$ cat config.mk
export PLATFORM = sky130hd
export DESIGN_NAME = mem_port_arbiter
export DESIGN_NICKNAME = d
export VERILOG_FILES = /design/src/rtl/mem_ctrl_pkg.sv /design/src/rtl/rr_arb2.sv /design/src/rtl/mem_port_arbiter.sv
export SDC_FILE = /design/constraint.sdc
export NUM_CORES = 1
export LEC_CHECK = 0
export ABC_AREA = 1
export ABC_CLOCK_PERIOD_IN_PS = 1500
export CORE_MARGIN = 3
export CORE_UTILIZATION = 50
export DETAILED_ROUTE_END_ITERATION = 6
export DONT_BUFFER_PORTS = 1
export HOLD_SLACK_MARGIN = 0.1
export PLACE_DENSITY = 0.79
export SETUP_SLACK_MARGIN = 0.02
export SLEW_MARGIN = 20
export SYNTH_ARGS = -nofsm -noshare
export SYNTH_HDL_FRONTEND = slang
export SYNTH_SLANG_ARGS = --single-unit
$ cat constraint.sdc
create_clock -name clk -period 1.5 [get_ports clk]
set_clock_uncertainty 0.15 [all_clocks]
set_input_delay 0.075 -clock clk [delete_from_list [all_inputs] [get_ports clk]]
set_output_delay 0.075 -clock clk [all_outputs]
set_load 0.01 [all_outputs]
$ cat src/rtl/mem_ctrl_pkg.sv
// Shared definitions for the two-port strobe-memory sequencer.
// Latency: n/a (types and constants only).
// Backpressure: n/a.
//
// Contents: FSM state encoding, default memory geometry, transaction length.
package mem_ctrl_pkg;

    localparam int DEF_ADDR_W     = 4;   // 16 memory locations
    localparam int DEF_DATA_W     = 8;   // byte-wide memory
    localparam int CYCLES_PER_TXN = 4;   // IDLE + SETUP + STROBE + DONE

    typedef enum logic [1:0] {
        ST_IDLE   = 2'd0,
        ST_SETUP  = 2'd1,
        ST_STROBE = 2'd2,
        ST_DONE   = 2'd3
    } state_e;

endpackage

$ cat src/rtl/rr_arb2.sv
// Two-way round-robin picker; the 'last' history register lives in the parent.
// Latency: purely combinational.
// Backpressure: none; 'en' low suppresses any grant.
//
// Ports:
//   req[1:0]  request levels          last  port served most recently
//   en        arbitration allowed     gnt_valid / gnt_id  winning port
module rr_arb2 (
    input  logic [1:0] req,
    input  logic       last,
    input  logic       en,
    output logic       gnt_valid,
    output logic       gnt_id
);

    always_comb begin
        gnt_valid = en & (req[0] | req[1]);
        gnt_id    = 1'b0;
        if (req[0] && req[1]) begin
            // contested: the port that was not served last time wins
            gnt_id = ~last;
        end else if (req[1]) begin
            gnt_id = 1'b1;
        end
    end

endmodule

$ cat src/rtl/mem_port_arbiter.sv
// Two-port round-robin sequencer driving a strobe-edge 16x8 memory.
// Latency: grant edge k -> SETUP k+1, STROBE k+2, DONE/rdata k+3, IDLE k+4.
// Backpressure: requesters hold req until done; one transaction in flight.
//
// Ports:
//   clk, reset                      clock, synchronous active-high reset
//   req/we/addr/wdata{0,1}          per-port request, sampled on the grant edge
//   done{0,1}, rdata{0,1}           completion pulse and held read result
//   busy, gnt_id                    FSM not idle, port currently/last served
//   mem_addr/mem_wdata/mem_read/mem_write/mem_rdata   memory pins
module mem_port_arbiter
    import mem_ctrl_pkg::*;
#(
    parameter int ADDR_W = DEF_ADDR_W,
    parameter int DATA_W = DEF_DATA_W
) (
    input  logic              clk,
    input  logic              reset,
    input  logic              req0,
    input  logic              req1,
    input  logic              we0,
    input  logic              we1,
    input  logic [ADDR_W-1:0] addr0,
    input  logic [ADDR_W-1:0] addr1,
    input  logic [DATA_W-1:0] wdata0,
    input  logic [DATA_W-1:0] wdata1,
    output logic              done0,
    output logic              done1,
    output logic [DATA_W-1:0] rdata0,
    output logic [DATA_W-1:0] rdata1,
    output logic              busy,
    output logic              gnt_id,
    output logic [ADDR_W-1:0] mem_addr,
    output logic [DATA_W-1:0] mem_wdata,
    output logic              mem_read,
    output logic              mem_write,
    input  logic [DATA_W-1:0] mem_rdata
);

    state_e              state_q, state_d;
    logic                last_q, last_d;
    logic                gnt_q, gnt_d;
    logic                we_q, we_d;
    logic [ADDR_W-1:0]   mem_addr_q, mem_addr_d;
    logic [DATA_W-1:0]   mem_wdata_q, mem_wdata_d;
    logic                mem_read_q, mem_read_d;
    logic                mem_write_q, mem_write_d;
    logic                done0_q, done0_d;
    logic                done1_q, done1_d;
    logic [DATA_W-1:0]   rdata0_q, rdata0_d;
    logic [DATA_W-1:0]   rdata1_q, rdata1_d;

    logic                arb_vld;
    logic                arb_id;

    rr_arb2 u_arb (
        .req       ({req1, req0}),
        .last      (last_q),
        .en        (state_q == ST_IDLE),
        .gnt_valid (arb_vld),
        .gnt_id    (arb_id)
    );

    always_comb begin
        state_d     = state_q;
        last_d      = last_q;
        gnt_d       = gnt_q;
        we_d        = we_q;
        mem_addr_d  = mem_addr_q;
        mem_wdata_d = mem_wdata_q;
        rdata0_d    = rdata0_q;
        rdata1_d    = rdata1_q;
        // strobes and done are single-cycle pulses: low unless set below
        mem_read_d  = 1'b0;
        mem_write_d = 1'b0;
        done0_d     = 1'b0;
        done1_d     = 1'b0;

        case (state_q)
            ST_IDLE: begin
                if (arb_vld) begin
                    state_d = ST_SETUP;
                    last_d  = arb_id;
                    gnt_d   = arb_id;
                    // the memory address/data registers double as the
                    // transaction latch, so the pins only move on this edge
                    we_d        = arb_id ? we1    : we0;
                    mem_addr_d  = arb_id ? addr1  : addr0;
                    mem_wdata_d = arb_id ? wdata1 : wdata0;
                end
            end
            ST_SETUP: begin
                state_d     = ST_STROBE;
                mem_write_d = we_q;
                mem_read_d  = ~we_q;
            end
            ST_STROBE: begin
                state_d = ST_DONE;
                done0_d = ~gnt_q;
                done1_d = gnt_q;
                // memory output settled after the read strobe's rising edge
                if (!we_q) begin
                    if (gnt_q) rdata1_d = mem_rdata;
                    else       rdata0_d = mem_rdata;
                end
            end
            ST_DONE: begin
                state_d = ST_IDLE;
            end
            default: begin
                state_d = ST_IDLE;
            end
        endcase
    end

    always_ff @(posedge clk) begin
        if (reset) begin
            state_q     <= ST_IDLE;
            last_q      <= 1'b1;
            gnt_q       <= 1'b0;
            we_q        <= 1'b0;
            mem_addr_q  <= '0;
            mem_wdata_q <= '0;
            mem_read_q  <= 1'b0;
            mem_write_q <= 1'b0;
            done0_q     <= 1'b0;
            done1_q     <= 1'b0;
            rdata0_q    <= '0;
            rdata1_q    <= '0;
        end else begin
            state_q     <= state_d;
            last_q      <= last_d;
            gnt_q       <= gnt_d;
            we_q        <= we_d;
            mem_addr_q  <= mem_addr_d;
            mem_wdata_q <= mem_wdata_d;
            mem_read_q  <= mem_read_d;
            mem_write_q <= mem_write_d;
            done0_q     <= done0_d;
            done1_q     <= done1_d;
            rdata0_q    <= rdata0_d;
            rdata1_q    <= rdata1_d;
        end
    end

    assign done0     = done0_q;
    assign done1     = done1_q;
    assign rdata0    = rdata0_q;
    assign rdata1    = rdata1_q;
    assign busy      = (state_q != ST_IDLE);
    assign gnt_id    = gnt_q;
    assign mem_addr  = mem_addr_q;
    assign mem_wdata = mem_wdata_q;
    assign mem_read  = mem_read_q;
    assign mem_write = mem_write_q;

endmodule

==> impl_metrics.py, run 1 <==
metrics = {
    "synthesis": {
        "synth_top_family_by_area": "simple AND/OR/NAND/NOR gates",
        "ys_seq_area_share_pct": 47.06,
        "synth.area.top_cells": "dfxtp_1 47%, nor2_1 17%, nand2_1 7.2%",
        "synth_warnings": 0,
        "netlist-cell-type-count": 19,
        "avgSynthCellArea_um2": 7.155,
        "synth_area_leader_cell": "dfxtp_1",
        "netlist.area_leader.share_pct": 47.06,
        "synthAdderAreaFrac_pct": 2.385,
        "synth_xor_area_share_pct": 0,
        "netlist_instances": 220,
        "synth-seq-cells": 37,
        "yosys.area_share.simple_pct": 29.73,
        "synth_compound_area_share_pct": 10.81,
        "syn_nets": 261,
        "synthMuxAreaShare_pct": 0,
        "syn_area_mm2": 0.001574,
    },
    "timing": {
        "grt_setup_unrepaired": "true",
        "clock.fmax_mhz": 698.8,
        "finalSetupViolations": 0,
        "worst_slew_pin_slew_ps": 450.0,
        "finalCritPeriodShare_pct": 95.40,
        "slew_violations": 0,
        "final_hold_viol_count": 0,
        "max_slew_margin_pct": 69.89,
        "finalCriticalPeriod_ps": 1431,
    },
    "detailed_routing": {
        "drtAntennaViolNets": 0,
        "first_pass_iters": 4,
        "via_count": 1521,
        "viasPerCell": 4.954,
        "routedWlPerCell_um": 13.06,
        "drc": 0,
        "initialDrtViolationCount": 85,
        "drt-total-wl_mm": 4.009,
    },
    "clocking": {
        "cts.sinks": 37,
        "cts-root-buf": "clkbuf_4",
        "cts_tree": "yes",
        "h-tree-depth": 2,
        "cts_max_path_buffers": 2,
        "cts_made_buffers": 5,
        "clk_latency_ps": 330,
        "path_clk_slew_ps": 100,
    },
    "worst_setup_path": {
        "required_ps": 1580,
        "cp_num_buf_inv": 2,
        "critPathTopFamily": "flip-flops",
        "end_kind": "flop",
        "path_cells": "inv_1 -> ha_2 -> nand3_2 -> buf_4 -> o21ai_0 -> nor2_1",
        "critPathSlowestCell": "dfxtp_2",
        "r2r.worst_path.cells": 6,
        "reg2reg_from": "state_q[0]$_SDFFE_PP0P_",
        "critPathMaxStageDelay_ps": 340,
        "ff2ff_setup_slack_ps": 70,
        "critPathKind": "flop to flop",
        "start_kind": "flop",
        "regToRegEndpoint": "rdata0[6]$_SDFFE_PP0P_",
        "crit_arrival_ps": 1510,
        "critical_path.max_fanout": 5,
    },
    "cells_and_area": {
        "nNetsFinal": 305,
        "areaGrowthSynthToFinish_pct": 32.43,
        "utilization_pct": 72.47,
        "layout_commonest_cell": "nor2_1",
        "drive_gt1_share_pct": 10.94,
        "layout_common_cells": "68 x nor2_1, 37 x dlygate4sd3_1, 35 x dfxtp_1, 30 x nand2_1, 21 x inv_1",
        "n_antenna_cell": 0,
        "fin_cells": 307,
        "nFillCells": 221,
        "design_area_mm2": 0.002085,
    },
    "power_and_ir_drop": {
        "p_leak_nw": 0.9220,
        "ir_drop_mv": 0.9814,
        "power.density_mw_per_mm2": 1497,
        "total_power_mw": 3.121,
    },
    "die": {
        "die_h_um": 62.11,
        "core_mm2": 0.002877,
        "initial_core_util_pct": 54.72,
        "die_width_um": 62.11,
        "die_area_mm2": 0.003857,
        "rows": 19,
        "ios": 72,
    },
    "placed_design": {
        "hpwl_mm": 2.257,
        "place_area_mm2": 0.001604,
        "io_buffers": 0,
        "gp_congestion": 0.7645,
        "placed_cells": 260,
    },
    "global_routing": {
        "grt_max_degree": 27,
        "overflow": 0,
        "antenna_found_initial": 0,
        "grt_pass1_wl_mm": 6.437,
        "grt_pass1_vias": 1498,
        "grtUsageTotal_pct": 20.98,
    },
    "worst_hold_path": {
        "hold_path_end": "mem_wdata[1]$_SDFFE_PP0P_",
        "hold_start": "req1",
        "hold_path_class": "primary input to flop",
        "hold_depth": 4,
    },
    "run_status": {
        "run_status": "finished clean",
    },
    "job": {
        "timing.max_cap.violations": 0,
    },
}
-- power breakdown --
| group | internal, mW | switching [mW] | total [mW] | leakage (nW) |
|---|---|---|---|---|
| sequential | 1.25 | 0.272 | 1.52 | 0.304 |
| clock | 0.187 | 0.297 | 0.484 | 0.0265 |
| combinational | 0.462 | 0.657 | 1.12 | 0.592 |
-- worst max path at each step --
stage,startpoint,to,cells after the start
final,state_q[0]$_SDFFE_PP0P_,rdata0[6]$_SDFFE_PP0P_,6
after global routing,state_q[0]$_SDFFE_PP0P_,rdata0[6]$_SDFFE_PP0P_,6
after CTS,state_q[0]$_SDFFE_PP0P_,busy,4
after detailed placement,state_q[0]$_SDFFE_PP0P_,rdata1[6]$_SDFFE_PP0P_,6
after global placement,state_q[0]$_SDFFE_PP0P_,rdata1[1]$_SDFFE_PP0P_,6
after floorplan,state_q[0]$_SDFFE_PP0P_,mem_addr[0]$_SDFFE_PP0P_,8
-- registers in the layout, summed over array words and instances, names as in the netlist --
signal     flops
rdata1         8
mem_read       1
done1          1
done0          1
last_q         1
rdata0         8
we_q           1
gnt_id         1
state_q        2
mem_wdata      8
mem_addr       4
mem_write      1
-- logic make-up after synthesis --
logic type	after synthesis
flops	37
fa+ha+maj	3
buf+inv	32
compound gates	34
simple gates	114
-- cell usage after synthesis (all sizes together) --
library cell	n
nand2	32
nand3	5
dfxtp	37
a21oi	3
ha	3
nor2	73
o21ai	31
buf	4
inv	24
nor3	4
clkbuf	4
-- layer usage --
metal  GRT usage (%)  wire length (µm)  up-vias
met3           10.45               396       24
met5               0                 0        -
li1                -                 -      768
met4           11.33               178        0
met2           36.83              1963       75
met1           19.93              1471      654
-- repair_timing --
| action | 4_1_cts | 5_1_grt |
|---|---|---|
| cloned | 0 | 1 |
| gates resized for setup | 1 | 13 |
| buffers inserted | 0 | 1 |
| pin swaps | 0 | 2 |
| hold endpoints to repair | 37 | 0 |
| setup endpoints to repair | 8 | 30 |
| hold buffers | 37 | 0 |
-- final cells by class --
| type | instances | area (µm²) | area share [%] |
|---|---|---|---|
| clock buffer | 8 | 48.80 | 2.341 |
| inverter | 24 | 96.34 | 4.622 |
| multi-input combinational | 152 | 716.9 | 34.39 |
| sequential | 37 | 743.2 | 35.65 |
| tap | 42 | 52.55 | 2.521 |
| timing repair buffer | 44 | 426.7 | 20.47 |
-- stage by stage --
step / worst slack, ps / hold WS (ps) / setup TNS, ps
2_1_floorplan: 102.0 / 91.68 / 0
3_3_place_gp: 23.57 / -3.692 / 0
3_5_place_dp: 7.292 / -2.315 / 0
4_1_cts: 21.27 / 127.9 / 0
5_1_grt: -3.492 / 199.6 / -3.492
6_report: 69.00 / 156.1 / 0
-- tightest hold or removal path, delay by kind of cell --
family / cells / cell delay, ps
and+or+nand+nor: 4 / 530
(Power assumes the default switching activity.)
==> inputs of run 2 (changes only) <==
--- a/config.mk
+++ b/config.mk
@@ -18,3 +18,4 @@
 export SYNTH_ARGS = -nofsm -noshare
 export SYNTH_HDL_FRONTEND = slang
 export SYNTH_SLANG_ARGS = --single-unit
+export TNS_END_PERCENT = 10
==> constraint.sdc (replaced) <==
create_clock -name clk -period 1.5 [get_ports clk]
set_clock_uncertainty 0.15 [all_clocks]
set_input_delay 0.225 -clock clk [delete_from_list [all_inputs] [get_ports clk]]
set_output_delay 0.225 -clock clk [all_outputs]
set_load 0.01 [all_outputs]
==> run 2 against run 1 <==
Effect of this change:
- critical path type is now flop to output pin
- critical endpoint is now busy
- clock-buffer cell count is the same
- final cell count unchanged
- combinational power grew 4%
- die area stayed put
- worst hold slack gained 13 ps
- sequential power is essentially flat
- worst setup slack worse by 41 ps
==> impl_metrics.py, run 2 (synthesis gave the netlist of run 1 again) <==
metrics = {
    "detailed_routing": {
        "initialDrtViolationCount": 123,
        "via_count": 1483,
        "viasPerCell": 4.831,
        "drt-total-wl_mm": 3.892,
        "routedWlPerCell_um": 12.68,
        "first_pass_iters": 6,
        "drtAntennaViolNets": 0,
        "drc": 0,
    },
    "cells_and_area": {
        "areaGrowthSynthToFinish_pct": 33.07,
        "drive_gt1_share_pct": 11.32,
        "fin_cells": 307,
        "layout_commonest_cell": "nor2_1",
        "n_antenna_cell": 0,
        "layout_common_cells": "71 x nor2_1, 35 x dfxtp_1, 35 x dlygate4sd3_1, 28 x nand2_1, 19 x inv_1",
        "nFillCells": 223,
        "nNetsFinal": 305,
    },
    "clocking": {
        "cts_max_path_buffers": 2,
        "path_clk_slew_ps": 110,
        "clk_latency_ps": 330,
        "cts.sinks": 37,
        "cts_tree": "yes",
        "cts_made_buffers": 5,
        "cts-root-buf": "clkbuf_4",
        "h-tree-depth": 2,
    },
    "power_and_ir_drop": {
        "p_clk_share_pct": 15.3,
        "ir_drop_mv": 0.9630,
        "p_leak_nw": 0.9527,
        "combPwrFrac_pct": 36.7,
        "internal_power_mw": 1.931,
        "p_seq_share_pct": 48.1,
        "power.density_mw_per_mm2": 1507,
        "switchingPower_mw": 1.225,
        "p_sw_share_pct": 38.82,
    },
    "global_routing": {
        "grtUsageTotal_pct": 21.36,
        "grt_pass1_wl_mm": 6.644,
        "antenna_found_initial": 0,
        "overflow": 0,
        "grt_max_degree": 27,
        "grt_pass1_vias": 1464,
    },
    "placed_design": {
        "hpwl_mm": 2.387,
        "gp_congestion": 0.7846,
        "io_buffers": 0,
        "placed_cells": 260,
    },
    "timing": {
        "finalSetupViolations": 0,
        "finalCritPeriodShare_pct": 98.14,
        "setup_tns_ps": 0,
        "max_slew_margin_pct": 76.20,
        "worst_slew_pin_slew_ps": 357.0,
        "finalCriticalPeriod_ps": 1472,
        "clock.fmax_mhz": 679.3,
        "slew_violations": 0,
        "grt_setup_unrepaired": "true",
        "final_hold_viol_count": 0,
    },
    "die": {
        "core_mm2": 0.002877,
        "die_area_mm2": 0.003857,
        "die_width_um": 62.11,
        "ios": 72,
        "initial_core_util_pct": 54.72,
        "die_h_um": 62.11,
        "rows": 19,
    },
    "worst_setup_path": {
        "crit_arrival_ps": 1100,
        "start_kind": "flop",
        "critical_path.max_fanout": 2,
        "required_ps": 1120,
        "ff2ff_setup_slack_ps": 90,
        "end_kind": "output pin",
        "reg2reg_from": "state_q[1]$_SDFFE_PP0P_",
        "critPathKind": "flop to output pin",
        "r2r.worst_path.cells": 5,
        "regToRegEndpoint": "rdata1[5]$_SDFFE_PP0P_",
    },
    "worst_hold_path": {
        "hold_path_end": "mem_wdata[5]$_SDFFE_PP0P_",
        "hold_depth": 4,
        "hold_path_class": "primary input to flop",
        "hold_start": "req1",
    },
    "job": {
        "timing.max_cap.violations": 0,
    },
    "run_status": {
        "run_status": "finished clean",
    },
}
-- run 2: cell count changes in the layout (fill, tap and decap cells not counted), sizes merged --
cell          delta
nor2             -1
dlygate4sd3      -2
dlymetal6s4s     +2
inv              +1
clkinvlp         -1
buf              +1
-- run 2: critical path: stages, from the launching register on --
cell and delay (ps):
dfxtp_2 360, inv_2 50, ha_4 160, inv_4 80, buf_6 110
-- run 2: stage by stage --
stage	cell area, µm²	setup WS, ps	total power [mW]	hold WS (ps)	util, %
2_1_floorplan	1574	102.0	2.275	241.7	-
3_3_place_gp	1604	30.44	2.415	146.0	55.76
5_1_grt	2095	-10.22	3.395	195.1	72.81
3_5_place_dp	1604	4.776	2.454	146.5	55.76
6_report	2095	27.89	3.157	169.3	72.81
4_1_cts	2059	39.27	3.117	284.5	71.60
-- run 2: how the worst max path moves through the flow --
stage                                     endpoint                     from  cells after the start
after global routing                          busy  state_q[1]$_SDFFE_PP0P_                      4
after floorplan           mem_addr[0]$_SDFFE_PP0P_  state_q[0]$_SDFFE_PP0P_                      8
final                                         busy  state_q[1]$_SDFFE_PP0P_                      4
after detailed placement    rdata1[7]$_SDFFE_PP0P_  state_q[0]$_SDFFE_PP0P_                      6
after CTS                                     busy  state_q[1]$_SDFFE_PP0P_                      4
after global placement      rdata1[2]$_SDFFE_PP0P_  state_q[0]$_SDFFE_PP0P_                      6
-- run 2: final cells by class --
type	instances	area [µm²]	share of cell area [%]
timing repair buffer	45	439.2	20.97
inverter	24	92.59	4.421
sequential	37	743.2	35.48
tap	42	52.55	2.509
multi-input combinational	151	718.2	34.29
clock buffer	8	48.80	2.330
-- run 2: what timing repair did --
action                                  in CTS  in global routing
hold endpoints to repair                    37                  0
endpoints found under the setup margin      20                 30
pin swaps                                    1                  1
resized for setup                            9                 12
buffers inserted                             2                  0
hold buffers                                37                  0
-- run 2: layer usage --
| layer | track usage, % | vias to the layer above | part of all wire, % |
|---|---|---|---|
| met5 | 0 | - | 0 |
| met4 | 9.116 | 0 | 2.1 |
| li1 | - | 765 | - |
| met2 | 37.90 | 59 | 52 |
| met1 | 21.95 | 650 | 37 |
| met3 | 9.009 | 9 | 8.8 |
-- run 2: power groups by stage --
stage / sequential [mW] / combinational [mW] / clock, mW
3_5_place_dp: 1.54 / 0.918 / 0
2_1_floorplan: 1.49 / 0.787 / 0
6_report: 1.52 / 1.16 / 0.481
3_3_place_gp: 1.53 / 0.888 / 0
4_1_cts: 1.52 / 1.10 / 0.499
5_1_grt: 1.54 / 1.32 / 0.532
